<file path="src/rtl/conv_kernel_sched_if.sv">
// Handshake bundle tying conv_kernel_sched to the window generator, the shared MAC
// and the output buffer. The scheduler uses the slave view; a driver or bench uses master.
interface conv_kernel_sched_if #(
  parameter int NUM_KERNELS = 4,
  parameter int ACC_W       = 32,
  parameter int OUT_ADDR_W  = 17
);
  localparam int KSEL_W = (NUM_KERNELS > 1) ? $clog2(NUM_KERNELS) : 1;

  logic                    iStart;
  logic                    iWinValid;
  logic                    oBusy;
  logic                    oMacStart;
  logic [KSEL_W-1:0]       oKernelSel;
  logic                    iMacDone;
  logic signed [ACC_W-1:0] iMacResult;
  logic                    oWrEn;
  logic [OUT_ADDR_W-1:0]   oWrAddr;
  logic [7:0]              oWrData;
  logic                    oFrameDone;
  logic                    oError;

  modport slave (
    input  iStart, iWinValid, iMacDone, iMacResult,
    output oBusy, oMacStart, oKernelSel, oWrEn, oWrAddr, oWrData, oFrameDone, oError
  );

  modport master (
    output iStart, iWinValid, iMacDone, iMacResult,
    input  oBusy, oMacStart, oKernelSel, oWrEn, oWrAddr, oWrData, oFrameDone, oError
  );
endinterface

</file>
<file path="src/rtl/conv_kernel_sched.sv">
// Time-multiplexes one MAC across NUM_KERNELS filters per 3x3 window and writes ReLU-clamped
// bytes in kernel-interleaved order. Define MAC_TIMEOUT_EN to add the WAIT_MAC watchdog/oError.
module conv_kernel_sched #(
  parameter int NUM_KERNELS = 4,
  parameter int NUM_WIN     = 478,
  parameter int ACC_W       = 32,
  parameter int OUT_ADDR_W  = 17,
  parameter int TIMEOUT     = 255
) (
  input logic               iClk,
  input logic               iRst,
  conv_kernel_sched_if.slave bus
);
  localparam int KSEL_W = (NUM_KERNELS > 1) ? $clog2(NUM_KERNELS) : 1;
  localparam int WIN_W  = (NUM_WIN > 1) ? $clog2(NUM_WIN) : 1;
  localparam logic [KSEL_W-1:0] K_LAST   = KSEL_W'(NUM_KERNELS - 1);
  localparam logic [WIN_W-1:0]  WIN_LAST = WIN_W'(NUM_WIN - 1);

  if (NUM_KERNELS < 1 || NUM_WIN < 1 || TIMEOUT < 1 || ACC_W < 9 ||
      (longint'(NUM_WIN) * NUM_KERNELS) > (longint'(1) << OUT_ADDR_W)) begin : g_bad_params
    $error("conv_kernel_sched: illegal parameter combination");
  end

  typedef enum logic [2:0] {IDLE, WAIT_WIN, ISSUE, WAIT_MAC, WRITE, NEXT, DONE} state_t;

  state_t                state, state_nxt;
  logic [KSEL_W-1:0]     kernel;
  logic [WIN_W-1:0]      win;
  logic [OUT_ADDR_W-1:0] addr;
  logic [7:0]            data;
  logic                  mac_start;
  logic                  wr_en;
  logic                  frame_done;
  logic                  timeout;

  function automatic logic [7:0] relu_clamp(input logic signed [ACC_W-1:0] v);
    if (v < 0)
      return 8'd0;
    if (v > 255)
      return 8'hFF;
    return v[7:0];
  endfunction

`ifdef MAC_TIMEOUT_EN
  localparam int TO_W = $clog2(TIMEOUT + 1);
  logic [TO_W-1:0] to_cnt;
  logic            error;

  // The count restarts on every WAIT_MAC entry; a done on the limit cycle still wins.
  assign timeout = (state == WAIT_MAC) && (to_cnt == TO_W'(TIMEOUT - 1));

  always_ff @(posedge iClk or negedge iRst) begin
    if (!iRst) begin
      to_cnt <= '0;
      error  <= 1'b0;
    end else begin
      to_cnt <= (state == WAIT_MAC) ? to_cnt + 1'b1 : '0;
      if (state == IDLE && bus.iStart)
        error <= 1'b0;
      else if (timeout && !bus.iMacDone)
        error <= 1'b1;
    end
  end

  assign bus.oError = error;
`else
  assign timeout    = 1'b0;
  assign bus.oError = 1'b0;
`endif

  always_ff @(posedge iClk or negedge iRst) begin
    if (!iRst)
      state <= IDLE;
    else
      state <= state_nxt;
  end

  always_comb begin
    state_nxt = state;
    case (state)
      IDLE:     if (bus.iStart) state_nxt = WAIT_WIN;
      WAIT_WIN: if (bus.iWinValid) state_nxt = ISSUE;
      ISSUE:    state_nxt = WAIT_MAC;
      WAIT_MAC: begin
        if (bus.iMacDone)
          state_nxt = WRITE;
        else if (timeout)
          state_nxt = IDLE;
      end
      WRITE:    state_nxt = (kernel == K_LAST) ? NEXT : ISSUE;
      NEXT:     state_nxt = (win == WIN_LAST) ? DONE : WAIT_WIN;
      DONE:     state_nxt = IDLE;
      default:  state_nxt = IDLE;
    endcase
  end

  // Strobes are registered from the next state so they line up with the state they belong to.
  always_ff @(posedge iClk or negedge iRst) begin
    if (!iRst) begin
      kernel     <= '0;
      win        <= '0;
      addr       <= '0;
      data       <= '0;
      mac_start  <= 1'b0;
      wr_en      <= 1'b0;
      frame_done <= 1'b0;
    end else begin
      mac_start  <= (state_nxt == ISSUE);
      wr_en      <= (state == WAIT_MAC) && bus.iMacDone;
      frame_done <= (state_nxt == DONE);
      case (state)
        IDLE: begin
          if (bus.iStart) begin
            kernel <= '0;
            win    <= '0;
            addr   <= '0;
          end
        end
        WAIT_WIN: if (bus.iWinValid) kernel <= '0;
        WAIT_MAC: if (bus.iMacDone) data <= relu_clamp(bus.iMacResult);
        WRITE: begin
          addr <= addr + 1'b1;
          if (kernel != K_LAST)
            kernel <= kernel + 1'b1;
        end
        NEXT:    win <= win + 1'b1;
        default: ;
      endcase
    end
  end

  assign bus.oBusy      = (state != WAIT_WIN);
  assign bus.oMacStart  = mac_start;
  assign bus.oKernelSel = kernel;
  assign bus.oWrEn      = wr_en;
  assign bus.oWrAddr    = addr;
  assign bus.oWrData    = data;
  assign bus.oFrameDone = frame_done;
endmodule

</file>
<file path="src/flat_wrapper.sv">
// flat-port wrapper written by rule: the top's interface ports become plain ports
module conv_kernel_sched_flat 
#(
  parameter int NUM_KERNELS = 4,
  parameter int NUM_WIN     = 478,
  parameter int ACC_W       = 32,
  parameter int OUT_ADDR_W  = 17,
  parameter int TIMEOUT     = 255
)
  (iClk, iRst, bus_iStart, bus_iWinValid, bus_iMacDone, bus_iMacResult, bus_oBusy, bus_oMacStart, bus_oKernelSel, bus_oWrEn, bus_oWrAddr, bus_oWrData, bus_oFrameDone, bus_oError);
  conv_kernel_sched_if #(.NUM_KERNELS(NUM_KERNELS), .ACC_W(ACC_W), .OUT_ADDR_W(OUT_ADDR_W)) bus_i ();
  input logic iClk;
  input logic iRst;
  input wire logic [$bits(bus_i.iStart)-1:0] bus_iStart;
  input wire logic [$bits(bus_i.iWinValid)-1:0] bus_iWinValid;
  input wire logic [$bits(bus_i.iMacDone)-1:0] bus_iMacDone;
  input wire logic [$bits(bus_i.iMacResult)-1:0] bus_iMacResult;
  output wire logic [$bits(bus_i.oBusy)-1:0] bus_oBusy;
  output wire logic [$bits(bus_i.oMacStart)-1:0] bus_oMacStart;
  output wire logic [$bits(bus_i.oKernelSel)-1:0] bus_oKernelSel;
  output wire logic [$bits(bus_i.oWrEn)-1:0] bus_oWrEn;
  output wire logic [$bits(bus_i.oWrAddr)-1:0] bus_oWrAddr;
  output wire logic [$bits(bus_i.oWrData)-1:0] bus_oWrData;
  output wire logic [$bits(bus_i.oFrameDone)-1:0] bus_oFrameDone;
  output wire logic [$bits(bus_i.oError)-1:0] bus_oError;
  assign bus_i.iStart = bus_iStart;
  assign bus_i.iWinValid = bus_iWinValid;
  assign bus_i.iMacDone = bus_iMacDone;
  assign bus_i.iMacResult = bus_iMacResult;
  assign bus_oBusy = bus_i.oBusy;
  assign bus_oMacStart = bus_i.oMacStart;
  assign bus_oKernelSel = bus_i.oKernelSel;
  assign bus_oWrEn = bus_i.oWrEn;
  assign bus_oWrAddr = bus_i.oWrAddr;
  assign bus_oWrData = bus_i.oWrData;
  assign bus_oFrameDone = bus_i.oFrameDone;
  assign bus_oError = bus_i.oError;
  conv_kernel_sched #(.NUM_KERNELS(NUM_KERNELS), .NUM_WIN(NUM_WIN), .ACC_W(ACC_W), .OUT_ADDR_W(OUT_ADDR_W), .TIMEOUT(TIMEOUT)) u_core (.iClk(iClk), .iRst(iRst), .bus(bus_i));
endmodule
</file>
<file path="config.mk">
export PLATFORM = sky130hd
export DESIGN_NAME = conv_kernel_sched_flat
export DESIGN_NICKNAME = d
export VERILOG_FILES = /design/src/rtl/conv_kernel_sched_if.sv /design/src/rtl/conv_kernel_sched.sv /design/src/flat_wrapper.sv
export SDC_FILE = /design/constraint.sdc
export NUM_CORES = 1
export LEC_CHECK = 0
export ABC_AREA = 1
export BUFFER_PORTS_ARGS = -buffer_cell sky130_fd_sc_hd__buf_4
export CORE_MARGIN = 10
export CORE_UTILIZATION = 51
export CTS_CLUSTER_SIZE = 8
export DETAILED_ROUTE_END_ITERATION = 8
export GPL_ROUTABILITY_DRIVEN = 1
export PLACE_DENSITY = 0.79
export SLEW_MARGIN = 10
export SYNTH_ARGS = -nofsm -noshare
export SYNTH_HDL_FRONTEND = slang
export SYNTH_SLANG_ARGS = --single-unit
export TNS_END_PERCENT = 5
</file>
<file path="constraint.sdc">
create_clock -name iClk -period 1.8 [get_ports iClk]
set_clock_uncertainty 0.1 [all_clocks]
set_input_delay 0.09 -clock iClk [delete_from_list [all_inputs] [get_ports iClk]]
set_output_delay 0.09 -clock iClk [all_outputs]
set_load 0.005 [all_outputs]
</file>
-- Yosys cells after proc, flatten, opt, wreduce, memory -nomap -nowiden
Index checks and enable logic that the tools add are counted.
W data, S select, Z words.
- register bits: 42
- bits of input ports: 37
- output and inout port bits: 32
- logic and storage cells: 61
- add/subtract/negate cells: 3
- magnitude comparators: 2
- equal/unequal tests: 14
- multiplexer cells: 25
- reduce and logical (&&, ||, !) cells: 9
- operators with widths (operator ; number):
    $pmux W17 S2 ; 1
    $gt A32 B9 Y1 const B ; 1
    $lt A32 B1 Y1 const B ; 1
    $mux W8 ; 4
    $pmux W3 S6 ; 1
    $pmux W9 S2 ; 1
    $add A17 B1 Y17 const B ; 1
    $mux W17 ; 1
    $mux W3 ; 5
    $add A9 B1 Y9 const B ; 1
    $eq A3 B2 Y1 const B ; 3
    $eq A3 B3 Y1 const B ; 3
    $eq A9 B9 Y1 const B ; 1
    $mux W9 ; 1
    $mux W1 ; 7
    $mux W2 ; 3
    $ne A2 B2 Y1 const B ; 3
    $pmux W2 S3 ; 1
    $reduce_and A2 Y1 ; 3
    $reduce_and A4 Y1 ; 1
    $reduce_bool A2 Y1 ; 2
    $eq A3 B1 Y1 const B ; 1
    $logic_not A3 Y1 ; 1
    $ne A3 B1 Y1 const B ; 1
    other kinds (5) ; 5

-- Logic depth before layout (Yosys ltp)
- depth after elaboration: 9
- mapped depth: 10
- gate-level depth less buffers: 10

-- Worst setup path before layout
OpenSTA, ideal clock, no wires.
- kind: reg2reg
- start: register u_core.addr[0] (netlist: u_core.bus.oWrAddr[0])
- end: register u_core.addr[12] (netlist: u_core.bus.oWrAddr[12])
- library setup time: 0.121 ns
- arrival time: 1.198 ns
- data required time: 1.579 ns
- path slack: 0.380 ns
- cell stages (with the launch flop): 9
- path buffers: 0
- clock period less this slack: 1.420 ns
- cell sequence: dfrtp_1 ha_1 nand2_1 inv_1 nand2_1 nor2_2 nand3_1 o21bai_1 nand2_1
- longest elaborated chain between the ends: 2
- RTL lines (item ; line ; text):
    from (decl) ; conv_kernel_sched.sv:29 ; logic [OUT_ADDR_W-1:0] addr;
    from (signal assigned) ; conv_kernel_sched.sv:122 ; addr <= addr + 1'b1;
    $add A17 B1 Y17 ; conv_kernel_sched.sv:122 ;
    $pmux W17 S2 ; conv_kernel_sched.sv:111 ; case (state)
Every way passes these cells.
A chain may end at the register's enable or synchronous reset.

-- Worst setup path after layout
Same ends and word-level chain as after synthesis.

==> results.md <==
* Worst Hold Slack at 13.1 ps
* CTS max path bufs at 2
* Port bufs at 67
* Hold WC Path Type: in -> reg
* Vias at 2287
* Leak pwr at 1.62 nW
* Required @ worst endpoint at 1890 ps
* Final hold vios at 0
* HPWL Detailed at 4.69 mm
* Drt pass-1 iters at 4
* Via-to-Cell Ratio at 5.03
* Worst Setup Path Type: reg -> reg
* Antenna diodes at 0
* Worst flop-to-flop path startpoint: u_core.bus.oWrAddr[0]
* CP Launch Type: flop
* Setup_tns at 0 ps
* Core Rows at 24
* Cts bufs inserted at 5
* Most frequent cells in the layout: 100 x nand2_1, 71 x buf_4, 42 x dfrtp_1, 40 x nor2_1, 39 x inv_1
* Die Y at 87.4 um
* Starting Density at 52.8%
* WP data arrival at 1690 ps
* Pwr Total at 2.70 mW
* Clock sink count at 42
* DRC viols at 0
* Largest net degree at the start of global routing at 43
* Synth Flop Type: dfrtp_1
* Clk_lat worst skew at 300 ps
* Worst slew pin tran at 517 ps
* Max cap viols at 0
* Worst-path fanout max at 5
* Final worst slack at 193 ps
* HP Start: bus_iMacResult[31]
* Cell Count, Final, Fillers Out at 455
* #FFs+latches synth at 42
* CTS tree: done
* Number of global-route vias before repair at 2308
* PD cells at 884 nW/um^2
* Cells after synthesis at 320
* Global-route usage over all layers at 16.5%
* Avg WL per Cell at 13.1 um
* RSZ-0062 raised after global routing: no
* Final WL at 5.96 mm
* Synth async-reset ratio at 100%
* FMAX at 622 MHz
* Initial DRC count at 103
* Synth cell types at 28
* Initial antenna violation count at 0
* Yosys warns at 0
* I/O pin cnt at 69
* Critical Path Start: u_core.bus.oWrAddr[0]
* Cell taking the most area after synthesis: dfrtp_1
* Buffer count from post-CTS setup fixing at 0
* Area delta synth->final at 31.9%
* Synth top area cells: dfrtp_1 45%, nand2_1 16%, nor2_1 6.5%
* Status: completed
* Final nets at 444
* Dpl cells at 439
* Pre-CTS WS at 180 ps
* Die area at 7630 um^2
* Period minus WS final at 1610 ps
* Slew Viols, Final at 0
* Grt total ovfl at 0
* Sequential share of the synthesized area at 45.4%
* Number of synthesized flops with an enable pin at 0
* H-Tree Depth at 2
* Commonest non-fill, non-tap cell in the layout: nand2_1
* Share of the synthesized area in the top cell type at 45.4%
* Post-route ant nets at 0
* Layout cell share with drive strength beyond 1 at 22.8%
* Max-Slew Margin vs Limit at 65.5%
* Synth Cell Area at 2310 um^2
* Syn Area/Cell at 7.23 um^2
* Peak supply drop at 540 uV
* Clk root buf: clkbuf_8
* Reg clk slew, reported paths at 80 ps
* Width of the die at 87.4 um
* First-pass GRT wire length at 10.3 mm
* RD Place Congestion at 0.845
* CP Capture Type: flop
* Core area at 4380 um^2
* Final period utilization at 89.3%
* Syn_nets at 361
* Final setup viols at 0
-- path summary, 6_finish.rpt --
check | slack (ps) | cells after the start | to
setup / recovery | 190 | 8 | u_core.bus.oWrAddr[12]
hold / removal | 10 | 4 | u_core.bus.oWrData[4]
setup reg to reg | 190 | 8 | u_core.bus.oWrAddr[12]
hold reg to reg | 390 | 2 | u_core.bus.oWrData[2]
max in group asynchronous | 1020 | 2 | u_core.state[2]
min in group asynchronous | 210 | 2 | u_core.bus.oWrAddr[3]
-- synthesized netlist by cell type (3+ instances only) --
master,n
nor2_2,3
nor2_1,40
nand3_1,29
o21ai_1,11
nand2_1,100
inv_2,6
ha_1,4
dfrtp_1,42
nor3_1,5
inv_1,39
o21ai_0,15
nand4_1,6
-- power by group --
group	internal [mW]	leakage [nW]	switching, mW	total [mW]
combinational	0.415	1.01	0.483	0.898
sequential	1.10	0.571	0.129	1.23
clock	0.260	0.0438	0.312	0.573
total	1.77	1.62	0.925	2.70
-- state kept, by name, summed over array words and instances, names as in the netlist --
name                   cells
u_core.bus.oFrameDone      1
u_core.bus.oKernelSel      2
u_core.bus.oMacStart       1
u_core.bus.oWrAddr        17
u_core.bus.oWrData         8
u_core.bus.oWrEn           1
u_core.state               3
u_core.win                 9
-- repair_timing --
action	CTS	global route
resized for setup	0	0
hold endpoints to repair	50	0
hold buffers	9	0
setup endpoints to repair	0	0
-- cell families after synthesis --
family / synth area share (%)
simple gates: 35.5
buf+inv: 8.54
flops: 45.4
compound gates: 7.46
fa+ha+maj: 2.16
other cells: 0.162
xor+xnor: 0.378
mux: 0.432
-- routing by layer --
layer	track usage, %	up-vias	share of wire [%]
met3	5.34	9	6.5
li1	-	1170	-
met4	5.22	0	1.4
met1	17.8	1063	40
met5	0	-	0
met2	29.4	45	52
-- stage by stage --
stage / utilization (%) / cell area [um^2]
6_report: 69.6 / 3050
5_1_grt: 69.6 / 3050
4_1_cts: 69.6 / 3050
3_5_place_dp: 65.8 / 2880
3_3_place_gp: 65.8 / 2880
2_1_floorplan: - / 2310
-- critical path, stage by stage, from the launching register on --
cell      delay (ps)
dfrtp_1          420
ha_1             190
nand2_1           60
inv_1            100
nand2_1          120
nor2_2           140
nand3_1          130
o21bai_1         160
nand2_1           80
-- area by class of cell --
cell class	instances	area, um^2
Inverter	45	169
Sequential cell	42	1050
Clock inverter	2	10.0
Tap cell	52	65.1
Fill cell	374	1330
Multi-Input combinational cell	229	1070
Clock buffer	5	68.8
Timing Repair Buffer	80	623
Note: power is estimated with default switching activity, not from simulation.
